==> src/rtl/ram_bist_pkg.sv <==
`default_nettype none
// ============================================================================
// Module  : ram_bist_pkg
// Purpose : Shared types and constants for the RAM march-test BIST controller.
//           FSM state encoding, march phase codes and the read-latency ceiling.
// Revision: 1.0  initial release
// ============================================================================
package ram_bist_pkg;

    // Highest RAM read latency the compare pipe and drain counter support
    localparam int MAX_RD_LAT = 4;
    localparam int DRAIN_CW   = $clog2(MAX_RD_LAT + 1);

    typedef enum logic [2:0] {
        ST_IDLE  = 3'd0,
        ST_W_UP  = 3'd1,
        ST_RW_R  = 3'd2,
        ST_RW_W  = 3'd3,
        ST_R_DN  = 3'd4,
        ST_DRAIN = 3'd5,
        ST_DONE  = 3'd6,
        ST_FAIL  = 3'd7
    } state_t;

    // March element a state belongs to
    typedef enum logic [1:0] {
        PH_NONE = 2'd0,
        PH_W_UP = 2'd1,
        PH_RW   = 2'd2,
        PH_R_DN = 2'd3
    } phase_t;

    function automatic phase_t state_phase(input state_t s);
        case (s)
            ST_W_UP:          return PH_W_UP;
            ST_RW_R, ST_RW_W: return PH_RW;
            ST_R_DN:          return PH_R_DN;
            default:          return PH_NONE;
        endcase
    endfunction

    // States in which a test is running (drain included)
    function automatic logic is_active(input state_t s);
        return (s == ST_W_UP) || (s == ST_RW_R) || (s == ST_RW_W) ||
               (s == ST_R_DN) || (s == ST_DRAIN);
    endfunction

endpackage
`default_nettype wire

==> src/rtl/ram_bist_if.sv <==
`default_nettype none
// ============================================================================
// Module  : ram_bist_if
// Purpose : Single-port synchronous RAM access bundle.
// Ports   : we     - write enable       (master -> slave)
//           addr   - address            (master -> slave)
//           wdata  - write data         (master -> slave)
//           rdata  - read data          (slave  -> master)
// Revision: 1.0  initial release
// ============================================================================
interface ram_bist_if #(
    parameter int AW = 8,
    parameter int DW = 8
) ();
    logic          we;
    logic [AW-1:0] addr;
    logic [DW-1:0] wdata;
    logic [DW-1:0] rdata;

    modport master (output we, output addr, output wdata, input rdata);
    modport slave  (input we, input addr, input wdata, output rdata);
endinterface
`default_nettype wire

==> src/rtl/ram_bist_cmp.sv <==
`default_nettype none
// ============================================================================
// Module  : ram_bist_cmp
// Purpose : RD_LAT-deep pipe of {valid, addr, expected} for outstanding reads,
//           compared against RAM read data when each entry emerges.
// Ports   : clk, rst_n   - clock / async active-low reset
//           flush_i      - drop all outstanding entries
//           push_i       - a read is on the RAM port this cycle
//           addr_i/exp_i - address and expected data of that read
//           rdata_i      - RAM read data
//           mismatch_o   - emerging entry disagrees with rdata_i
//           mm_addr_o    - address of the emerging entry
//           mm_data_o    - read data seen for that entry
// Revision: 1.0  initial release
// ============================================================================
module ram_bist_cmp #(
    parameter int AW     = 8,
    parameter int DW     = 8,
    parameter int RD_LAT = 1
) (
    input  wire logic          clk,
    input  wire logic          rst_n,
    input  wire logic          flush_i,
    input  wire logic          push_i,
    input  wire logic [AW-1:0] addr_i,
    input  wire logic [DW-1:0] exp_i,
    input  wire logic [DW-1:0] rdata_i,
    output logic               mismatch_o,
    output logic [AW-1:0]      mm_addr_o,
    output logic [DW-1:0]      mm_data_o
);

    logic          vld_q  [RD_LAT];
    logic [AW-1:0] addr_q [RD_LAT];
    logic [DW-1:0] exp_q  [RD_LAT];

    // Stage k holds a read issued k+1 cycles ago; the last stage lines up
    // with the cycle in which that read's data is valid.
    always_ff @(posedge clk or negedge rst_n) begin
        if (!rst_n) begin
            for (int i = 0; i < RD_LAT; i++) begin
                vld_q[i]  <= 1'b0;
                addr_q[i] <= '0;
                exp_q[i]  <= '0;
            end
        end else begin
            vld_q[0]  <= push_i && !flush_i;
            addr_q[0] <= addr_i;
            exp_q[0]  <= exp_i;
            for (int i = 1; i < RD_LAT; i++) begin
                vld_q[i]  <= vld_q[i-1] && !flush_i;
                addr_q[i] <= addr_q[i-1];
                exp_q[i]  <= exp_q[i-1];
            end
        end
    end

    assign mismatch_o = vld_q[RD_LAT-1] && (rdata_i != exp_q[RD_LAT-1]);
    assign mm_addr_o  = addr_q[RD_LAT-1];
    assign mm_data_o  = rdata_i;

endmodule
`default_nettype wire

==> src/rtl/ram_bist_ctrl.sv <==
`default_nettype none
// ============================================================================
// Module  : ram_bist_ctrl
// Purpose : March BIST initiator for one synchronous single-port RAM.
//           W(P) up; R(P)W(~P) up; R(~P) down; then pass/fail report.
// Ports   : clk, rst_n            - clock / async active-low reset
//           start                 - request, accepted in IDLE/DONE/FAIL
//           busy, done, pass      - status (pass valid while done)
//           fail_addr, fail_data  - first mismatch address / read data
//           err_count             - mismatch count (0 unless counting build)
//           ram                   - RAM port bundle (master side)
// Config  : BIST_ERR_COUNT_EN - count mismatches and always run the full
//           march; otherwise the first mismatch aborts into FAIL.
// Revision: 1.0  initial release
// ============================================================================
module ram_bist_ctrl
    import ram_bist_pkg::*;
#(
    parameter int            AW      = 8,
    parameter int            DW      = 8,
    parameter logic [DW-1:0] PATTERN = DW'(8'hA5),
    parameter int            RD_LAT  = 1
) (
    input  wire logic     clk,
    input  wire logic     rst_n,
    input  wire logic     start,
    output logic          busy,
    output logic          done,
    output logic          pass,
    output logic [AW-1:0] fail_addr,
    output logic [DW-1:0] fail_data,
    output logic [15:0]   err_count,
    ram_bist_if.master    ram
);

    localparam logic [AW-1:0]       ADDR_MAX   = '1;
    localparam logic [DRAIN_CW-1:0] DRAIN_LAST = DRAIN_CW'(RD_LAT - 1);

    state_t              state_q, state_d;
    logic [AW-1:0]       addr_q, addr_d;
    logic [DRAIN_CW-1:0] drain_q, drain_d;
    logic                we_q, we_d;
    logic [DW-1:0]       wdata_q, wdata_d;
    logic                seen_q;
    logic [AW-1:0]       fail_addr_q;
    logic [DW-1:0]       fail_data_q;

    logic                start_acc;
    logic                push;
    logic [DW-1:0]       exp_pat;
    logic                mismatch;
    logic [AW-1:0]       mm_addr;
    logic [DW-1:0]       mm_data;

    ram_bist_cmp #(.AW(AW), .DW(DW), .RD_LAT(RD_LAT)) u_cmp (
        .clk        (clk),
        .rst_n      (rst_n),
        .flush_i    (!busy),
        .push_i     (push),
        .addr_i     (addr_q),
        .exp_i      (exp_pat),
        .rdata_i    (ram.rdata),
        .mismatch_o (mismatch),
        .mm_addr_o  (mm_addr),
        .mm_data_o  (mm_data)
    );

    assign start_acc = start && !is_active(state_q);

    // ---------------------------------------------------------------- state reg
    always_ff @(posedge clk or negedge rst_n) begin
        if (!rst_n) begin
            state_q <= ST_IDLE;
            addr_q  <= '0;
            drain_q <= '0;
            we_q    <= 1'b0;
            wdata_q <= '0;
        end else begin
            state_q <= state_d;
            addr_q  <= addr_d;
            drain_q <= drain_d;
            we_q    <= we_d;
            wdata_q <= wdata_d;
        end
    end

    // ---------------------------------------------------------------- next state
    always_comb begin
        state_d = state_q;
        addr_d  = addr_q;
        drain_d = drain_q;
        case (state_q)
            ST_IDLE, ST_DONE, ST_FAIL: begin
                if (start) begin
                    state_d = ST_W_UP;
                    addr_d  = '0;
                end
            end
            ST_W_UP: begin
                if (addr_q == ADDR_MAX) begin
                    state_d = ST_RW_R;
                    addr_d  = '0;
                end else begin
                    addr_d = addr_q + AW'(1);
                end
            end
            ST_RW_R: state_d = ST_RW_W;
            ST_RW_W: begin
                if (addr_q == ADDR_MAX) begin
                    state_d = ST_R_DN;
                    addr_d  = ADDR_MAX;
                end else begin
                    state_d = ST_RW_R;
                    addr_d  = addr_q + AW'(1);
                end
            end
            ST_R_DN: begin
                if (addr_q == '0) begin
                    state_d = ST_DRAIN;
                    drain_d = '0;
                end else begin
                    addr_d = addr_q - AW'(1);
                end
            end
            ST_DRAIN: begin
                if (drain_q == DRAIN_LAST) state_d = ST_DONE;
                else                       drain_d = drain_q + DRAIN_CW'(1);
            end
            default: state_d = ST_IDLE;
        endcase
`ifndef BIST_ERR_COUNT_EN
        // Abort wins over every other transition, including DRAIN -> DONE
        if (mismatch && is_active(state_q)) state_d = ST_FAIL;
`endif
    end

    // ---------------------------------------------------------------- outputs
    always_comb begin
        busy    = is_active(state_q);
        done    = (state_q == ST_DONE) || (state_q == ST_FAIL);
        pass    = (state_q == ST_DONE) && !seen_q;
        push    = (state_q == ST_RW_R) || (state_q == ST_R_DN);
        exp_pat = (state_phase(state_q) == PH_RW) ? PATTERN : ~PATTERN;
        // RAM controls are registered from the upcoming state so they line
        // up with the address register on the same edge.
        we_d    = (state_d == ST_W_UP) || (state_d == ST_RW_W);
        wdata_d = wdata_q;
        if (state_d == ST_W_UP)      wdata_d = PATTERN;
        else if (state_d == ST_RW_W) wdata_d = ~PATTERN;
    end

    // ---------------------------------------------------------------- results
    always_ff @(posedge clk or negedge rst_n) begin
        if (!rst_n) begin
            seen_q      <= 1'b0;
            fail_addr_q <= '0;
            fail_data_q <= '0;
        end else if (start_acc) begin
            seen_q      <= 1'b0;
            fail_addr_q <= '0;
            fail_data_q <= '0;
        end else if (mismatch && busy && !seen_q) begin
            seen_q      <= 1'b1;
            fail_addr_q <= mm_addr;
            fail_data_q <= mm_data;
        end
    end

`ifdef BIST_ERR_COUNT_EN
    logic [15:0] err_cnt_q;

    always_ff @(posedge clk or negedge rst_n) begin
        if (!rst_n) begin
            err_cnt_q <= '0;
        end else if (start_acc) begin
            err_cnt_q <= '0;
        end else if (mismatch && busy && (err_cnt_q != 16'hFFFF)) begin
            err_cnt_q <= err_cnt_q + 16'd1;
        end
    end

    assign err_count = err_cnt_q;
`else
    assign err_count = 16'h0000;
`endif

    assign fail_addr = fail_addr_q;
    assign fail_data = fail_data_q;
    assign ram.we    = we_q;
    assign ram.addr  = addr_q;
    assign ram.wdata = wdata_q;

endmodule
`default_nettype wire

==> src/flat_wrapper.sv <==
// flat-port wrapper written by rule: the top's interface ports become plain ports
module ram_bist_ctrl_flat import ram_bist_pkg::*;
#(
    parameter int            AW      = 8,
    parameter int            DW      = 8,
    parameter logic [DW-1:0] PATTERN = DW'(8'hA5),
    parameter int            RD_LAT  = 1
)
  (clk, rst_n, start, busy, done, pass, fail_addr, fail_data, err_count, ram_we, ram_addr, ram_wdata, ram_rdata);
  ram_bist_if #(.AW(AW), .DW(DW)) ram_i ();
  input  wire logic clk;
  input  wire logic rst_n;
  input  wire logic start;
  output logic busy;
  output logic done;
  output logic pass;
  output logic [AW-1:0] fail_addr;
  output logic [DW-1:0] fail_data;
  output logic [15:0] err_count;
  output wire logic [$bits(ram_i.we)-1:0] ram_we;
  output wire logic [$bits(ram_i.addr)-1:0] ram_addr;
  output wire logic [$bits(ram_i.wdata)-1:0] ram_wdata;
  input wire logic [$bits(ram_i.rdata)-1:0] ram_rdata;
  assign ram_we = ram_i.we;
  assign ram_addr = ram_i.addr;
  assign ram_wdata = ram_i.wdata;
  assign ram_i.rdata = ram_rdata;
  ram_bist_ctrl #(.AW(AW), .DW(DW), .PATTERN(PATTERN), .RD_LAT(RD_LAT)) u_core (.clk(clk), .rst_n(rst_n), .start(start), .busy(busy), .done(done), .pass(pass), .fail_addr(fail_addr), .fail_data(fail_data), .err_count(err_count), .ram(ram_i));
endmodule
==> config.mk <==
export PLATFORM = sky130hd
export DESIGN_NAME = ram_bist_ctrl_flat
export DESIGN_NICKNAME = d
export VERILOG_FILES = /design/src/rtl/ram_bist_pkg.sv /design/src/rtl/ram_bist_if.sv /design/src/rtl/ram_bist_cmp.sv /design/src/rtl/ram_bist_ctrl.sv /design/src/flat_wrapper.sv
export SDC_FILE = /design/constraint.sdc
export NUM_CORES = 1
export LEC_CHECK = 0
export CAP_MARGIN = 20
export CORE_MARGIN = 2
export CORE_UTILIZATION = 49
export DETAILED_ROUTE_END_ITERATION = 7
export GPL_TIMING_DRIVEN = 0
export PLACE_DENSITY = 0.87
export SYNTH_ARGS = -nofsm -noshare
export SYNTH_HDL_FRONTEND = slang
export SYNTH_SLANG_ARGS = --single-unit
==> constraint.sdc <==
create_clock -name clk -period 2.5 [get_ports clk]
set_input_delay 0.75 -clock clk [delete_from_list [all_inputs] [get_ports clk]]
set_output_delay 0.75 -clock clk [all_outputs]
set_load 0.05 [all_outputs]
* After elaboration in Yosys (flattened, before gate mapping)
Index checks and enable logic that the tools add are counted.
** Word-level totals
- Register bits after elaboration :: 57
- Input bits :: 11
- Output and inout bits :: 52
** Operators by class
- Add/subtract/negate cells :: 3
- Equal/unequal tests :: 16
- Mux-type cells :: 25
- Reductions and logical operators :: 26
** Operator list (count)
- 8-bit 2-to-1 mux :: 11
- 8-bit one-hot mux with 4 select lines :: 1
- 3-bit 2-to-1 mux :: 8
- 3-bit one-hot mux with 6 select lines :: 1
- 3-bit == test, second input constant :: 4
- 3-bit by 2-bit == test with 1-bit output, second input constant :: 3
- 8-bit by 1-bit adder with 8-bit output, second input constant :: 1
- 8-bit == test, second input constant :: 1
- 8-bit zero test :: 1
- 8-bit inequality test :: 1
- 8-bit by 1-bit subtractor with 8-bit output, second input constant :: 1
- 1-bit logical OR :: 7
- 3-bit by 1-bit == test with 1-bit output, second input constant :: 2
- 1-bit logical AND :: 6
- 3-bit zero test :: 2
- 2-bit inequality test, second input constant :: 3
- 2-bit one-hot mux with 3 select lines :: 1
- 3-bit one-hot mux with 2 select lines :: 1
- 3-bit AND reduction :: 2
- 2-bit nonzero test :: 3
- 4-bit nonzero test :: 1
- 3-bit by 1-bit adder with 3-bit output, second input constant :: 1
- 3-bit OR reduction :: 1
- 2-bit == test, second input constant :: 1
- other kinds (4) :: 6

* Logic depth before layout (Yosys ltp)
Gate-level depths: netlist of the first run.
- Word-level depth :: 10
- Depth in mapped cells :: 9
- Mapped depth without buffers :: 8

* Cells and area by module
Synthesis of the first run repeated with hierarchy kept, for this count alone.
** Unflattened totals
- Cell total of the unflattened synthesis :: 246
- Area total of the unflattened synthesis :: 2716.4 µm²
** By module, submodules not included
- ram_bist_ctrl :: times used 1, cells an instance 209, area an instance 2134.5 µm²
- ram_bist_cmp :: times used 1, cells an instance 37, area an instance 581.8 µm²

* Least setup slack after synthesis of the first run
No wires, ideal clock.
- Path kind :: reg-to-output
- Start :: register u_core.state_q[0]
- End :: output port pass
- Arrival :: 2.224 ns
- Data required time :: 1.750 ns
- Slack :: -0.474 ns
- Stages on the path, launching flop included :: 4
- Path buffers :: 2
- Path through :: dfrtp_1 clkbuf_2 clkbuf_1 nor4_1
** On the way
- Cells in the longest elaborated chain, start to end :: 2
** Ends and longest elaborated chain
- from (decl) :: RTL line ram_bist_ctrl.sv:39 : state_t state_q, state_d;
- from (signal assigned) :: RTL line ram_bist_ctrl.sv:79 : state_q <= state_d;
- 3-bit == test :: RTL line ram_bist_ctrl.sv:141 : pass = (state_q == ST_DONE) && !seen_q;
- 1-bit logical AND :: RTL line ram_bist_ctrl.sv:141
- to (decl) :: RTL line flat_wrapper.sv:16 : output logic pass;
No other way between the ends.

* Final worst setup path of the first run
- Start :: input port ram_rdata[5]
- End :: register u_core.fail_data_q[3] (netlist: u_core.fail_data[3])
** On the way
- Cells in the longest elaborated chain, start to end :: 5
** Ends and longest elaborated chain
- from (decl) :: RTL line flat_wrapper.sv:23 : input wire logic [$bits(ram_i.rdata)-1:0] ram_rdata;
- 8-bit inequality test :: RTL line ram_bist_cmp.sv:58 : assign mismatch_o = vld_q[RD_LAT-1] && (rdata_i != exp_q[RD_LAT-1]);
- 1-bit logical AND :: RTL line ram_bist_cmp.sv:58
- 1-bit logical AND (2 in a row) :: RTL line ram_bist_ctrl.sv:162 : end else if (mismatch && busy && !seen_q) begin
- 2-bit nonzero test (no line)
- to (signal assigned) :: RTL line ram_bist_ctrl.sv:165 : fail_data_q <= mm_data;
- to (decl) :: RTL line ram_bist_ctrl.sv:46 : logic [DW-1:0] fail_data_q;
No other way between the ends.
A chain may end at the register's enable or synchronous reset.

==> out/metrics.cfg, run 1 <==
[die]
initial_core_util = 0.515
die_h_um = 75.1
die_w_um = 75.1
pin_count = 63
rows = 25
core-area_mm2 = 0.00482
die-area_mm2 = 0.00565

[clocking]
cts_max_level = 2
cts_buffers = 5
clk_pin_slew_ns = 0.08
cts_tree = yes
cts_hold_buf = 0
ctsRootBufferMaster = clkbuf_8
clkLatencyLatePin_ns = 0.30
cts.sinks = 45
clock_path_buffers = 2

[timing]
hold_viol = 0
clock_skew_ns = 0.00806
relSlewSlack = 0.559
min_period_ns = 2.48
post-route-period-util = 0.991
fmax_mhz = 404
finalMaxSlewViolations = 0
finalSetupViolCount = 0
worstMarginPinSlew_ns = 0.657
rsz0062_at_grt = yes

[logic_synthesis]
yosysSeqAreaShare = 0.454
synth_flop_cell = dfrtp_1
mappedNetlistArea_mm2 = 0.00248
syn_area_per_cell_um2 = 10.1
synthArstFlopShare = 1.00
syn_inst = 245
synth.distinct_cells = 47
synth_enable_flop_cells = 0
synth-seq-cells = 45
yosysWarnings = 0

[grt]
grt_overflow = 0
grt_pass1_vias = 1932
grt_max_degree = 32
antenna_found_initial = 0
grt_usage = 0.212
grt_pass1_wl_um = 9040

[critical_path]
reg2regPathDepth = 7
crit_type = input pin to flip-flop
critPathLaunchType = input pin
path_max_fanout = 5
reg2reg_slack_ns = 0.13
end_kind = flip-flop
r2r_end = u_core.ram.wdata[6]
r2r-start = u_core.ram.addr[0]
required_ns = 2.74
critPathArrivalTime_ns = 2.71

[worst_hold_path]
hold_class = input pin to async pin

[cells_and_area]
nNetsFinal = 341
diodes = 0
area_growth_pct = 33.5
final_util = 0.687
layout-drive-gt1-share = 0.207
n_fill_cell = 351

[detailed_routing]
drt_pass1_iterations = 5
drt-total-wl_um = 6110
post-route-drc-count = 0
drt_iter0_drc = 221
ant_nets = 0
routedWlPerCell_um = 15.7
viasPerCell = 5.52
num_vias = 2153

[flow_run]
drv_cap = 0

[place]
gp_congestion = 0.886
port_buffers = 46
dpl.hpwl_um = 3750

[pwr]
ir_drop_uv = 546
p_per_area_mw_per_mm2 = 1440
power.total_mw = 4.77
p_leak_nw = 1.58

[status]
run_status = finished, final reports clean

layout make-up:
type / count / area, um2 / share of cell area
Clock inverter: 2 / 37.5 / 0.0113
Multi-Input combinational cell: 167 / 1140 / 0.344
Sequential cell: 45 / 1130 / 0.340
Tap cell: 67 / 83.8 / 0.0253
Timing Repair Buffer: 55 / 548 / 0.166
Buffer: 34 / 241 / 0.0729
Inverter: 14 / 52.6 / 0.0159
Clock buffer: 6 / 82.6 / 0.0249
synthesized netlist by cell type, drive strengths merged (3+ instances only):
cell    count  area [um2]
xnor2       5        43.8
nor3        9        55.1
a22o       17         149
dfrtp      45        1130
inv        14        52.6
nand4       4        25.0
a311oi      3        26.3
nand2b      6        37.5
or3         3        23.8
nor4        3        33.8
nand2      10        37.5
a31oi       3        18.8
nor2       16        60.1
buf        31         221
nor2b       6        45.0
ha          8         100
clkbuf      3        12.5
mux2i       4        40.0
a211oi      3        27.5
nand3       7        35.0
a21o        3        22.5
a21oi       5        36.3
o21ai      16        80.1
worst max path at each step:
| stage | slack [ns] | to | from | depth (start not counted) |
|---|---|---|---|---|
| floorplan | 0.02 | u_core.ram.wdata[6] | u_core.ram.addr[0] | 7 |
| global placement | -0.44 | u_core.state_q[2] | rst_n | 1 |
| detailed placement | -0.46 | u_core.fail_data[3] | ram_rdata[0] | 9 |
| CTS | 0.007 | u_core.fail_addr[4] | ram_rdata[3] | 9 |
| global route | -0.07 | u_core.fail_data[3] | ram_rdata[1] | 9 |
| finish | 0.02 | u_core.fail_data[3] | ram_rdata[5] | 9 |
stage by stage:
step / hold slack [ns] / std cells / instance area [um2] / worst slack [ns] / setup TNS, ns
after global routing: 0.358 / 390 / 3310 / -0.0652 / -0.563
after floorplan: 0.449 / 260 / 2540 / 0.0158 / 0
after CTS: 0.344 / 387 / 3260 / 0.00679 / 0
after global placement: 0.377 / 373 / 3090 / -0.441 / -25.81
after detailed placement: 0.380 / 374 / 3100 / -0.458 / -6.94
final: 0.341 / 390 / 3310 / 0.0231 / 0
cell families (layout without fill, tap and decap cells):
kind of cell / after synthesis / count (layout) / share of synthesized area
adder cells (fa/ha/maj): 8 / 8 / 0.0404
AND/OR/NAND/NOR: 72 / 72 / 0.166
XOR/XNOR: 6 / 6 / 0.0212
AO/OA/AOI/OAI: 59 / 59 / 0.176
buffers and inverters: 48 / 111 / 0.116
flip-flops: 45 / 45 / 0.454
other: 1 / 16 / 0.00151
multiplexers: 6 / 6 / 0.0252
sequential cells by signal, summed over array words and instances (netlist names):
signal	count
u_core.u_cmp.vld_q	1
u_core.ram.we	1
u_core.fail_data	8
u_core.u_cmp.mm_addr_o	8
u_core.ram.wdata	2
u_core.u_cmp.exp_q	2
u_core.fail_addr	8
u_core.seen_q	1
u_core.state_q	3
u_core.ram.addr	8
u_core.drain_q	3
critical path: stages:
cell,delay [ns]
clkdlybuf4s50_1,0.45
or4_1,0.41
mux2i_1,0.18
a211oi_2,0.16
nor2b_4,0.16
buf_6,0.13
a21oi_4,0.17
buf_6,0.15
a22o_1,0.15
placed cells by master, fill, tap and decap left out, types with 8 or more instances in the layout:
cell type,count
clkdlybuf4s50_1,36
buf_4,29
o21ai_0,15
conb_1,16
inv_1,14
nand2_1,10
dfrtp_1,45
ha_1,8
nor2_1,16
a22o_1,17
power breakdown:
group          internal (mW)  leakage, nW  switching [mW]
clock network          0.325       0.0574           0.251
registers              0.968        0.595           0.206
logic                   1.13        0.924            1.89
per-layer routing:
| metal | part of all wire | routed length [um] | track usage | up-vias |
|---|---|---|---|---|
| li1 | - | - | - | 990 |
| met1 | 0.40 | 2430 | 0.248 | 1028 |
| met2 | 0.51 | 3120 | 0.372 | 117 |
| met3 | 0.066 | 404 | 0.0415 | 18 |
| met4 | 0.025 | 153 | 0.0994 | 0 |
| met5 | 0 | 0 | 0 | - |
what timing repair did:
item,4_1_cts,5_1_grt
setup endpoints to repair,21,22
buffers inserted,4,3
pin swaps,2,1
gates resized for setup,16,12
hold endpoints to repair,0,0
cloned,1,0
No activity file was read; power rests on OpenSTA's default activity.
==> run 2, diff against run 1 <==
--- a/config.mk
+++ b/config.mk
@@ -7,10 +7,12 @@
 export LEC_CHECK = 0
 export CAP_MARGIN = 20
 export CORE_MARGIN = 2
-export CORE_UTILIZATION = 49
+export CORE_UTILIZATION = 51
+export CTS_BUF_LIST = sky130_fd_sc_hd__clkbuf_2
 export DETAILED_ROUTE_END_ITERATION = 7
 export GPL_TIMING_DRIVEN = 0
-export PLACE_DENSITY = 0.87
+export PLACE_DENSITY = 0.9
 export SYNTH_ARGS = -nofsm -noshare
 export SYNTH_HDL_FRONTEND = slang
 export SYNTH_SLANG_ARGS = --single-unit
+export TNS_END_PERCENT = 100
==> run 2 against run 1 <==
Net effect: the run now ends with setup timing left; combinational power down 2%; hold slack got worse by 0.068 ns; global-route usage shrank 0.99 points; clock skew is 0.0076 ns higher.
==> out/metrics.cfg, run 2 (synthesis gave the netlist of run 1 again) <==
[pwr]
share_seq_of_total_power = 0.260
p_leak_nw = 1.54
ir_drop_uv = 530
p_int_mw = 2.20
power.total_mw = 4.51
pwr-share-comb = 0.655
switching_share = 0.513
p_per_area_mw_per_mm2 = 1380
power.switching_mw = 2.31
clkPwrFrac = 0.085

[timing]
min_period_ns = 2.52
fmax_mhz = 397
clock_skew_ns = 0.0156
rsz0062_at_grt = yes
worstMarginPinSlew_ns = 0.635
post-route-period-util = 1.01
finalMaxSlewViolations = 0
worst_hold_slack_ns = 0.274
relSlewSlack = 0.575
finalSetupViolCount = 2
finalWorstSetupSlack_ns = -0.0186
hold_viol = 0

[critical_path]
crit_type = input pin to flip-flop
r2r_end = u_core.ram.wdata[6]
cp_slowest_cell = or4_4
end_kind = flip-flop
reg2regPathDepth = 7
reg2reg_slack_ns = 0.15
critPathLaunchType = input pin
path_max_fanout = 4
r2r-start = u_core.state_q[1]
max_stage_delay_ns = 0.58
critPathArrivalTime_ns = 2.83
critPathLaunch = ram_rdata[1]
crit_chain = clkdlybuf4s50_1 -> or4_4 -> mux2i_4 -> a211oi_4 -> buf_4 -> nor2_1 -> o21ai_0 -> mux2_2
required_ns = 2.81
crit_end = u_core.ram.wdata[6]

[place]
dpl.hpwl_um = 3930
port_buffers = 46
gp_congestion = 0.878
place_inst = 361
placed_area_mm2 = 0.00309

[detailed_routing]
post-route-drc-count = 0
viasPerCell = 5.75
drt-total-wl_um = 5820
num_vias = 2144
routedWlPerCell_um = 15.6
drt_iter0_drc = 192
ant_nets = 0
drt_pass1_iterations = 5

[cells_and_area]
diodes = 0
design_area_mm2 = 0.00326
final_cells = 373
multi_input_area_mm2 = 0.00120
n_fill_cell = 319
area_growth_pct = 31.3
nNetsFinal = 338
final_cell_mix = dfrtp_1 (44), clkdlybuf4s50_1 (31), buf_4 (28)
layout-drive-gt1-share = 0.213
regArea_mm2 = 0.00113
final_common_cell = dfrtp_1

[die]
pin_count = 63
rows = 25
core-area_mm2 = 0.00469
die-area_mm2 = 0.00544
die_h_um = 73.7
die_w_um = 73.7
initial_core_util = 0.529

[clocking]
clk_pin_slew_ns = 0.21
cts_tree = yes
cts.sinks = 45
cts_buffers = 5
clkLatencyLatePin_ns = 0.40
ctsRootBufferMaster = clkbuf_2
cts_max_level = 2
clock_path_buffers = 2

[grt]
grt_usage = 0.202
grt_pass1_vias = 1905
grt_overflow = 0
grt_max_degree = 26
grt_pass1_wl_um = 8500
antenna_found_initial = 0

[worst_hold_path]
hold_class = input pin to async pin

[flow_run]
drv_cap = 0

[status]
violations = setup timing
run_status = finished, violations left

-- run 2: cell types whose count changed in the layout (fill, tap and decap cells not counted), moves of 4 or more --
cell	change
clkbuf_2	+4
clkdlybuf4s50_1	-5
clkbuf_8	-6
dlygate4sd2_1	+6
-- run 2: power by group through the flow --
stage               clock [mW]  combinational (mW)  sequential, mW
global placement             0                2.75            1.16
floorplan                    0                1.61            1.62
detailed placement           0                2.81            1.18
finish                   0.382                2.95            1.17
CTS                      0.387                2.82            1.16
global route             0.419                3.13            1.20
-- run 2: repair_timing --
action                     CTS  global route
hold buffers                 0             0
setup endpoints to repair   25            17
buffers inserted             3             2
gates resized for setup     21            24
pin swaps                    1             2
gates cloned                 0             0
-- run 2: final cells by class --
type | instances | share of cell area
Multi-Input combinational cell | 167 | 0.367
Sequential cell | 45 | 0.346
Timing Repair Buffer | 52 | 0.157
Buffer | 34 | 0.0745
Tap cell | 54 | 0.0207
Inverter | 14 | 0.0161
Clock inverter | 2 | 0.0108
Clock buffer | 5 | 0.00768
-- run 2: worst min path at each step --
| stage | startpoint | end |
|---|---|---|
| after global placement | u_core.ram.addr[2] | u_core.u_cmp.mm_addr_o[2] |
| after global routing | rst_n | u_core.fail_addr[3] |
| final | rst_n | u_core.u_cmp.mm_addr_o[0] |
| after detailed placement | u_core.ram.addr[6] | u_core.u_cmp.mm_addr_o[6] |
| after CTS | rst_n | u_core.u_cmp.mm_addr_o[0] |
| after floorplan | rst_n | u_core.drain_q[0] |
-- run 2: worst max-delay path: cells and delay by family --
family | cells | cell delay (ns)
simple gates | 2 | 0.68
buf+inv | 2 | 0.61
mux | 2 | 0.50
compound gates | 2 | 0.28
-- run 2: layer usage --
metal  GRT usage  share of wire
met1       0.243           0.39
met2       0.344           0.50
met3      0.0439          0.077
met4      0.0889          0.033
met5           0              0
-- run 2: stage by stage --
stage          setup slack, ns  TNS (ns)   util
6_report               -0.0186   -0.0332  0.694
5_1_grt                -0.0294    -0.103  0.694
4_1_cts                0.00164         0  0.675
3_5_place_dp            -0.468     -7.51  0.659
3_3_place_gp            -0.430    -25.35  0.654
2_1_floorplan           0.0158         0      -
==> run 3, diff against run 2 <==
--- a/config.mk
+++ b/config.mk
@@ -7,11 +7,11 @@
 export LEC_CHECK = 0
 export CAP_MARGIN = 20
 export CORE_MARGIN = 2
-export CORE_UTILIZATION = 51
+export CORE_UTILIZATION = 55
 export CTS_BUF_LIST = sky130_fd_sc_hd__clkbuf_2
 export DETAILED_ROUTE_END_ITERATION = 7
 export GPL_TIMING_DRIVEN = 0
-export PLACE_DENSITY = 0.9
+export PLACE_DENSITY = 0.95
 export SYNTH_ARGS = -nofsm -noshare
 export SYNTH_HDL_FRONTEND = slang
 export SYNTH_SLANG_ARGS = --single-unit
==> constraint.sdc (replaced) <==
create_clock -name clk -period 3.15 [get_ports clk]
set_input_delay 0.945 -clock clk [delete_from_list [all_inputs] [get_ports clk]]
set_output_delay 0.945 -clock clk [all_outputs]
set_load 0.05 [all_outputs]
==> run 3 against run 2 <==
Net effect: the run now ends clean; worst setup slack gained 0.12 ns; critical path depth is 4 lower; cell count shrank 1.6%; clock-buffer cell count unchanged; via count decreased by 2.3%; hold slack better by 0.089 ns; clock skew up 0.0011 ns; flip-flop and latch count stayed put; sequential power decreased by 21%; critical endpoint is now pass; largest cell class unchanged; largest power group unchanged.
==> out/metrics.cfg, run 3 (synthesis gave the netlist of run 1 again) <==
[status]
run_status = finished, final reports clean

[critical_path]
end_kind = output port
critPathArrivalTime_ns = 2.11
reg2regPathDepth = 6
critPathLaunchType = flip-flop
r2r-start = u_core.ram.addr[0]
crit_type = flip-flop to output port
required_ns = 2.20
reg2reg_slack_ns = 0.49
path_max_fanout = 10
r2r_end = u_core.ram.addr[5]

[detailed_routing]
drt_pass1_iterations = 5
drt_iter0_drc = 178
ant_nets = 0
post-route-drc-count = 0
viasPerCell = 5.71
num_vias = 2095
drt-total-wl_um = 5570
routedWlPerCell_um = 15.2

[clocking]
cts_max_level = 2
ctsRootBufferMaster = clkbuf_2
clk_pin_slew_ns = 0.24
clkLatencyLatePin_ns = 0.42
clock_path_buffers = 2
cts_setup_buffers = 0
cts_tree = yes
cts_buffers = 5
cts.sinks = 45

[cells_and_area]
final_util = 0.729
nNetsFinal = 333
area_growth_pct = 28.0
diodes = 0
design_area_mm2 = 0.00317
final_cell_mix = dfrtp_1 (45), clkdlybuf4s50_1 (43), buf_4 (22)
layout-drive-gt1-share = 0.171
n_fill_cell = 297
final_common_cell = dfrtp_1

[timing]
finalMaxSlewViolations = 0
clock_skew_ns = 0.0168
post-route-period-util = 0.969
worst_hold_slack_ns = 0.362
fmax_mhz = 328
min_period_ns = 3.05
hold_viol = 0
finalSetupViolCount = 0
worstMarginPinSlew_ns = 0.829
fin_tns_setup_ns = 0
rsz0062_at_grt = no
relSlewSlack = 0.443

[place]
gp_congestion = 0.917
placed_area_mm2 = 0.00308
port_buffers = 46
dpl.hpwl_um = 3980

[pwr]
p_per_area_mw_per_mm2 = 1140
ir_drop_uv = 481
p_leak_nw = 1.48

[die]
die_w_um = 71.2
die-area_mm2 = 0.00506
die_h_um = 71.2
pin_count = 63
core-area_mm2 = 0.00435
initial_core_util = 0.570
rows = 24

[grt]
grt_max_degree = 35
antenna_found_initial = 0
grt_usage = 0.224
grt_pass1_vias = 1947
grt_pass1_wl_um = 9020
grt_overflow = 0

[flow_run]
drv_cap = 0

[worst_hold_path]
hold_class = input pin to async pin

## run 3: stage by stage
stage,instances,setup slack [ns],total power [mW]
finish,367,0.0967,3.62
global route,367,0.000340,3.80
CTS,367,0.0567,3.60
detailed placement,359,-0.0385,3.17
global placement,358,0.0197,3.09
floorplan,260,0.553,2.56
## run 3: cell type report
cell class | count | area (um2) | share of cell area
clock buffer | 5 | 25.0 | 0.00788
sequential | 45 | 1130 | 0.355
timing repair buffer | 47 | 473 | 0.149
multi-input combinational | 167 | 1130 | 0.356
buffer | 34 | 234 | 0.0737
clock inverter | 3 | 68.8 | 0.0217
tap | 52 | 65.1 | 0.0205
inverter | 14 | 52.6 | 0.0166
## run 3: critical path: stages, from the launching register on
cell	delay (ns)
dfrtp_1	0.41
clkbuf_2	0.17
clkbuf_1	0.25
nor4_2	0.32
dlygate4sd1_1	0.54
## run 3: metal layers
layer | up-vias | share of wire | track usage
met5 | - | 0 | 0
met4 | 0 | 0.026 | 0.0901
li1 | 975 | - | -
met3 | 18 | 0.066 | 0.0484
met1 | 1005 | 0.40 | 0.275
met2 | 97 | 0.51 | 0.383
## run 3: worst max-delay path by stage
stage	from	endpoint	slack, ns	cells after the start
2_1_floorplan	u_core.state_q[0]	pass	0.55	3
3_3_place_gp	rst_n	u_core.fail_data[5]	0.02	1
3_5_place_dp	ram_rdata[1]	u_core.fail_data[4]	-0.04	9
4_1_cts	u_core.state_q[0]	pass	0.06	4
5_1_grt	u_core.state_q[0]	pass	0.0003	4
6_report	u_core.state_q[0]	pass	0.1	4
## run 3: repair_timing
item / in CTS / in global routing
resized for setup: 2 / 2
gates cloned: 0 / 0
hold buffers: 0 / 0
endpoints found under the setup margin: 2 / 1
## run 3: power breakdown
part | leakage, nW | switching [mW] | internal [mW]
registers | 0.595 | 0.156 | 0.766
clock network | 0.0536 | 0.194 | 0.217
logic | 0.830 | 1.46 | 0.825
total | 1.48 | 1.81 | 1.81
==> edit 1, RTL diff (settings of run 1) <==
Set the package constant `MAX_RD_LAT` to 8 (it was 4).
--- a/src/rtl/ram_bist_pkg.sv
+++ b/src/rtl/ram_bist_pkg.sv
@@ -9,5 +9,5 @@
 
     // Highest RAM read latency the compare pipe and drain counter support
-    localparam int MAX_RD_LAT = 4;
+    localparam int MAX_RD_LAT = 8;
     localparam int DRAIN_CW   = $clog2(MAX_RD_LAT + 1);
 
Formal check against the unedited RTL: same outputs for any inputs over 10 cycles, from zero or initial values and one cycle with rst_n low; that may be too few to reach the edited logic, so the function may still have changed.
==> edit 1 against run 1 <==
  * Final area rose by 1.2%
  * Synthesized area rose by 1.8%
  * Sequential cell count rose by 1
  * Global-route usage fell by 0.93 points
  * Utilization fell by 2.3 points
  * Largest power group unchanged
  * Highest routed layer unchanged
  * Sequential power rose by 8%
  * Non-clock buffer count fell by 3
  * Largest cell class unchanged
  * Power rose by 4.3%
  * Synthesized cell count rose by 0.82%
  * Worst setup slack improved by 0.0043 ns
  * Wire length fell by 3.8%
==> edit 1: results (changes against run 1) <==
** Yosys
- The fraction of the yosys area taken by sequential cells was 45.6% (+0.18 points).
- Share of the synthesized area in compound gates (AO/OA/AOI/OAI) :: 19.8% (+2.2 points)
- Distinct cell type count of the synthesized netlist :: 51 (+8.5%)
- Commonest cells in the netlist :: 46 x sky130_fd_sc_hd__dfrtp_1, 22 x sky130_fd_sc_hd__buf_4, 19 x sky130_fd_sc_hd__a22o_1
- Synth Instances :: 247 (+0.82%)
- Fraction of synthesized area in multiplexers :: 2.87% (+0.35 points)
- Adder-cell area share of the yosys netlist :: 3.96% (-0.072 points)

** GRT
- The via count of the first global-routing pass was 1,936 (+0.21%).

** Cells and area
- Area fraction of clock buffers and clock inverters :: 3.29% (-0.34 points)
- The buffering overhead is 23.2% (-0.70 points).
- Layout filler cell count :: 372 (+6.0%)
- #MultiIn Comb :: 169 (+1.2%)
- FF+latch count :: 46 (+2.2%)
- Proportion of layout cells with a drive suffix above 1 :: 19.2% (-1.5 points)
- The count of plain and timing-repair buffers in the layout came to 86 (-3.4%).

** Outcome
- The flow ran to the end, and the final reports show no timing, DRC or antenna violations.

** Route
- Detailed-route wire length :: 5880 um (-3.8%)
- The violation count after the first detailed-route iteration is 203 (-8.1%).

** Clock tree
- The post-CTS setup buffer count is 2 (-2).
- The post-CTS resize count was 17 (+1).

** Setup path
- Worst reg2reg path depth :: 8 (+1)
- In this run the worst setup path terminates at busy.
- Cell with the largest stage delay on the worst path :: sky130_fd_sc_hd__or3_1
- Top fanout value on the critical path :: 10 (+5)
- Register-to-register setup slack :: 0.08 ns (-0.05 ns)
- The endpoint arrival time on the critical path came to 1.72 ns (-0.99 ns).
- The endpoint identified for the worst register-to-register timing path is u_core.ram.wdata[5].
- The critical path starts at u_core.state_q[2].

** Place
- Estimated wirelength of the detail-placed design :: 4040 um (+7.6%)

** Power and ir drop
- Fraction of power consumed by combinational cells :: 63.6% (+0.3 points)
- The worst IR drop on VDD is 559 uV (+2.4%).
- Fraction of power consumed by sequential logic :: 25.4% (+0.8 points)
edit 1: cell types whose count changed after synthesis, moves of 3 or more:
cell,delta
sky130_fd_sc_hd__nand2_1,+7
sky130_fd_sc_hd__nor2b_1,-3
sky130_fd_sc_hd__nor3_1,-4
sky130_fd_sc_hd__nor2_1,-6
sky130_fd_sc_hd__a311oi_1,-3
sky130_fd_sc_hd__xnor2_1,-4
edit 1: per-stage QoR:
stage / setup TNS [ns] / hold slack (ns) / util, % / cell area, um2
2_1_floorplan: 0 / 0.449 / - / 2590
3_3_place_gp: -32.18 / 0.392 / 62.2 / 3140
3_5_place_dp: -11.16 / 0.400 / 62.5 / 3150
4_1_cts: 0 / 0.357 / 64.9 / 3270
5_1_grt: -0.101 / 0.367 / 66.5 / 3350
6_report: 0 / 0.347 / 66.5 / 3350
edit 1: routing by layer:
layer	part of all wire, %	up-vias
met3	8.0	11
met1	39	1071
li1	-	1014
met5	0	-
met2	52	113
met4	1.9	0
==> edit 2, RTL diff (flow settings as in run 1) <==
Without the edit above. Register the output `fail_addr` once more, cleared by the reset; this adds one clock of latency there. The other outputs are not delayed to match.
--- a/src/rtl/ram_bist_ctrl.sv
+++ b/src/rtl/ram_bist_ctrl.sv
@@ -185,5 +185,11 @@
 `endif
 
-    assign fail_addr = fail_addr_q;
+    always_ff @(posedge clk or negedge rst_n) begin
+        if (!rst_n) begin
+            fail_addr <= '0;
+        end else begin
+            fail_addr <= fail_addr_q;
+        end
+    end
     assign fail_data = fail_data_q;
     assign ram.we    = we_q;
Formal check against the unedited RTL: same outputs for any inputs over 10 cycles, from zero or initial values and one cycle with rst_n low; that may be too few to reach the edited logic, so the function may still have changed.
==> edit 2 against run 1 <==
  * Clock power decreased by 15%
  * Synthesized area up 14%
  * Worst setup slack gained 0.022 ns
  * Power fell by 6.0%
  * Hold slack worse by 0.00075 ns
  * Count of clock-buffer cells in the layout down 1
  * Final area rose by 7.1%
  * Sequential cell count rose by 8
  * Wire length is 4.7% lower
  * Critical path type is now flop to output port
==> edit 2: results (changes against run 1) <==
** Place
- Estimated wirelength of the detail-placed design :: 4450 um (+18%)
- The routability congestion estimate came to 0.911 (+2.8%).
- The setup slack after placement was -0.164 ns (+0.294 ns).

** Route
- The count of TritonRoute iterations in the first routing pass was 4 (-1).
- The violation count after the first detailed-route iteration is 114 (-48%).
- The wire length per cell after detailed routing was 13.6 um (-13%).

** Outcome
- Outcome :: completed

** Yosys
- Yosys attributes the largest share of cell area to sky130_fd_sc_hd__dfrtp_1 47%, sky130_fd_sc_hd__buf_4 6.6%, sky130_fd_sc_hd__nand2_1 6.1%, sky130_fd_sc_hd__o21ai_0 5.1%, sky130_fd_sc_hd__ha_1 3.5%.
- Distinct cell type count of the synthesized netlist :: 66 (+40%)
- Proportion of synthesized chip area in sequential cells :: 47.0% (+1.6 points)

** Setup path
- Following the worst setup path forward leads to its endpoint at ram_addr[1].
- Worst reg2reg path depth :: 6 (-1)
- Worst path max stage delay :: 0.87 ns (+0.42 ns)
- The endpoint arrival time on the critical path was 1.70 ns (-1.01 ns).
- In this run the critical register-to-register path is captured at u_core.ram.wdata[5].

** STA
- The setup slack after layout is 0.0451 ns (+0.0219 ns).

** Clock tree
- Clock transition at path regs :: 0.10 ns (+0.02 ns)
- Postcts setup bufs :: 0 (-4)

** Power and ir drop
- Switching Fraction :: 49.0% (-0.21 points)
- The clock network power share was 10.9% (-1.2 points).
- The static leakage power is 1.64 nW (+3.9%).
- Maximum ir drop on the vdd rail :: 520 uV (-4.8%)
- The combinational share of power is 58.3% (-5.0 points).

** GRT
- Global routing usage summed across all routing layers :: 19.1% (-2.1 points)
- Maximum number of pins on one net before global-route repair :: 39 (+22%)

** Cells and area
- Layout filler cell count :: 437 (+25%)
## edit 2: changes by cell type in the layout (fill, tap and decap cells not counted), moves of 4 or more
cell                      delta
sky130_fd_sc_hd__nand2_1    +36
sky130_fd_sc_hd__a22o_1     -16
sky130_fd_sc_hd__o21ai_0    +14
sky130_fd_sc_hd__dfrtp_1     +8
sky130_fd_sc_hd__nor2_1      -7
sky130_fd_sc_hd__and4_1      +5
sky130_fd_sc_hd__buf_2       +4
sky130_fd_sc_hd__buf_4       -4
sky130_fd_sc_hd__buf_6       -4
sky130_fd_sc_hd__inv_1       -4
sky130_fd_sc_hd__nor2b_1     -4
## edit 2: cell type report
| cell class | instances | area share, % |
|---|---|---|
| clock buffer | 5 | 1.94 |
| tap | 72 | 2.54 |
| buffer | 36 | 6.95 |
| multi-input combinational | 202 | 36.0 |
| sequential | 53 | 37.4 |
| timing repair buffer | 47 | 13.4 |
| inverter | 11 | 1.16 |
| clock inverter | 3 | 0.600 |
## edit 2: metal layers
metal | GRT usage [%] | vias up | routed length, um | part of all wire (%)
met3 | 3.39 | 15 | 289 | 5.0
met1 | 23.6 | 1113 | 2370 | 41
li1 | - | 1112 | - | -
met5 | 0 | - | 0 | 0
met4 | 7.97 | 0 | 122 | 2.1
met2 | 32.7 | 77 | 3050 | 52
## edit 2: worst min path at each step
stage | depth (start not counted) | slack, ns | to | start
after floorplan | 0 | 0.35 | u_core.fail_addr[0] | u_core.fail_addr_q[0]
after global placement | 0 | 0.36 | u_core.fail_addr[0] | u_core.fail_addr_q[0]
after detailed placement | 0 | 0.37 | u_core.fail_addr[1] | u_core.fail_addr_q[1]
after CTS | 1 | 0.35 | u_core.fail_addr[1] | rst_n
after global routing | 1 | 0.36 | u_core.fail_addr[3] | rst_n
final | 1 | 0.34 | u_core.fail_addr[1] | rst_n
## edit 2: cells by family (layout without fill, tap and decap cells)
| group | Yosys count | after routing | share of synthesized area (%) |
|---|---|---|---|
| flip-flops | 53 | 53 | 47.0 |
| AND/OR/NAND/NOR | 103 | 103 | 19.9 |
| other | 1 | 16 | 0.133 |
| XOR/XNOR | 2 | 2 | 0.620 |
| AO/OA/AOI/OAI | 67 | 67 | 16.3 |
| adder cells (fa/ha/maj) | 8 | 8 | 3.54 |
| multiplexers | 6 | 6 | 2.35 |
| buffers and inverters | 47 | 102 | 10.2 |
## edit 2: metrics by stage
| stage | area (um2) | cells | total power [mW] | utilization, % |
|---|---|---|---|---|
| 2_1_floorplan | 2890 | 302 | 3.27 | - |
| 3_3_place_gp | 3440 | 420 | 3.94 | 62.0 |
| 3_5_place_dp | 3450 | 421 | 4.01 | 62.3 |
| 4_1_cts | 3540 | 429 | 4.48 | 64.0 |
| 5_1_grt | 3550 | 429 | 4.76 | 64.0 |
| 6_report | 3550 | 429 | 4.48 | 64.0 |
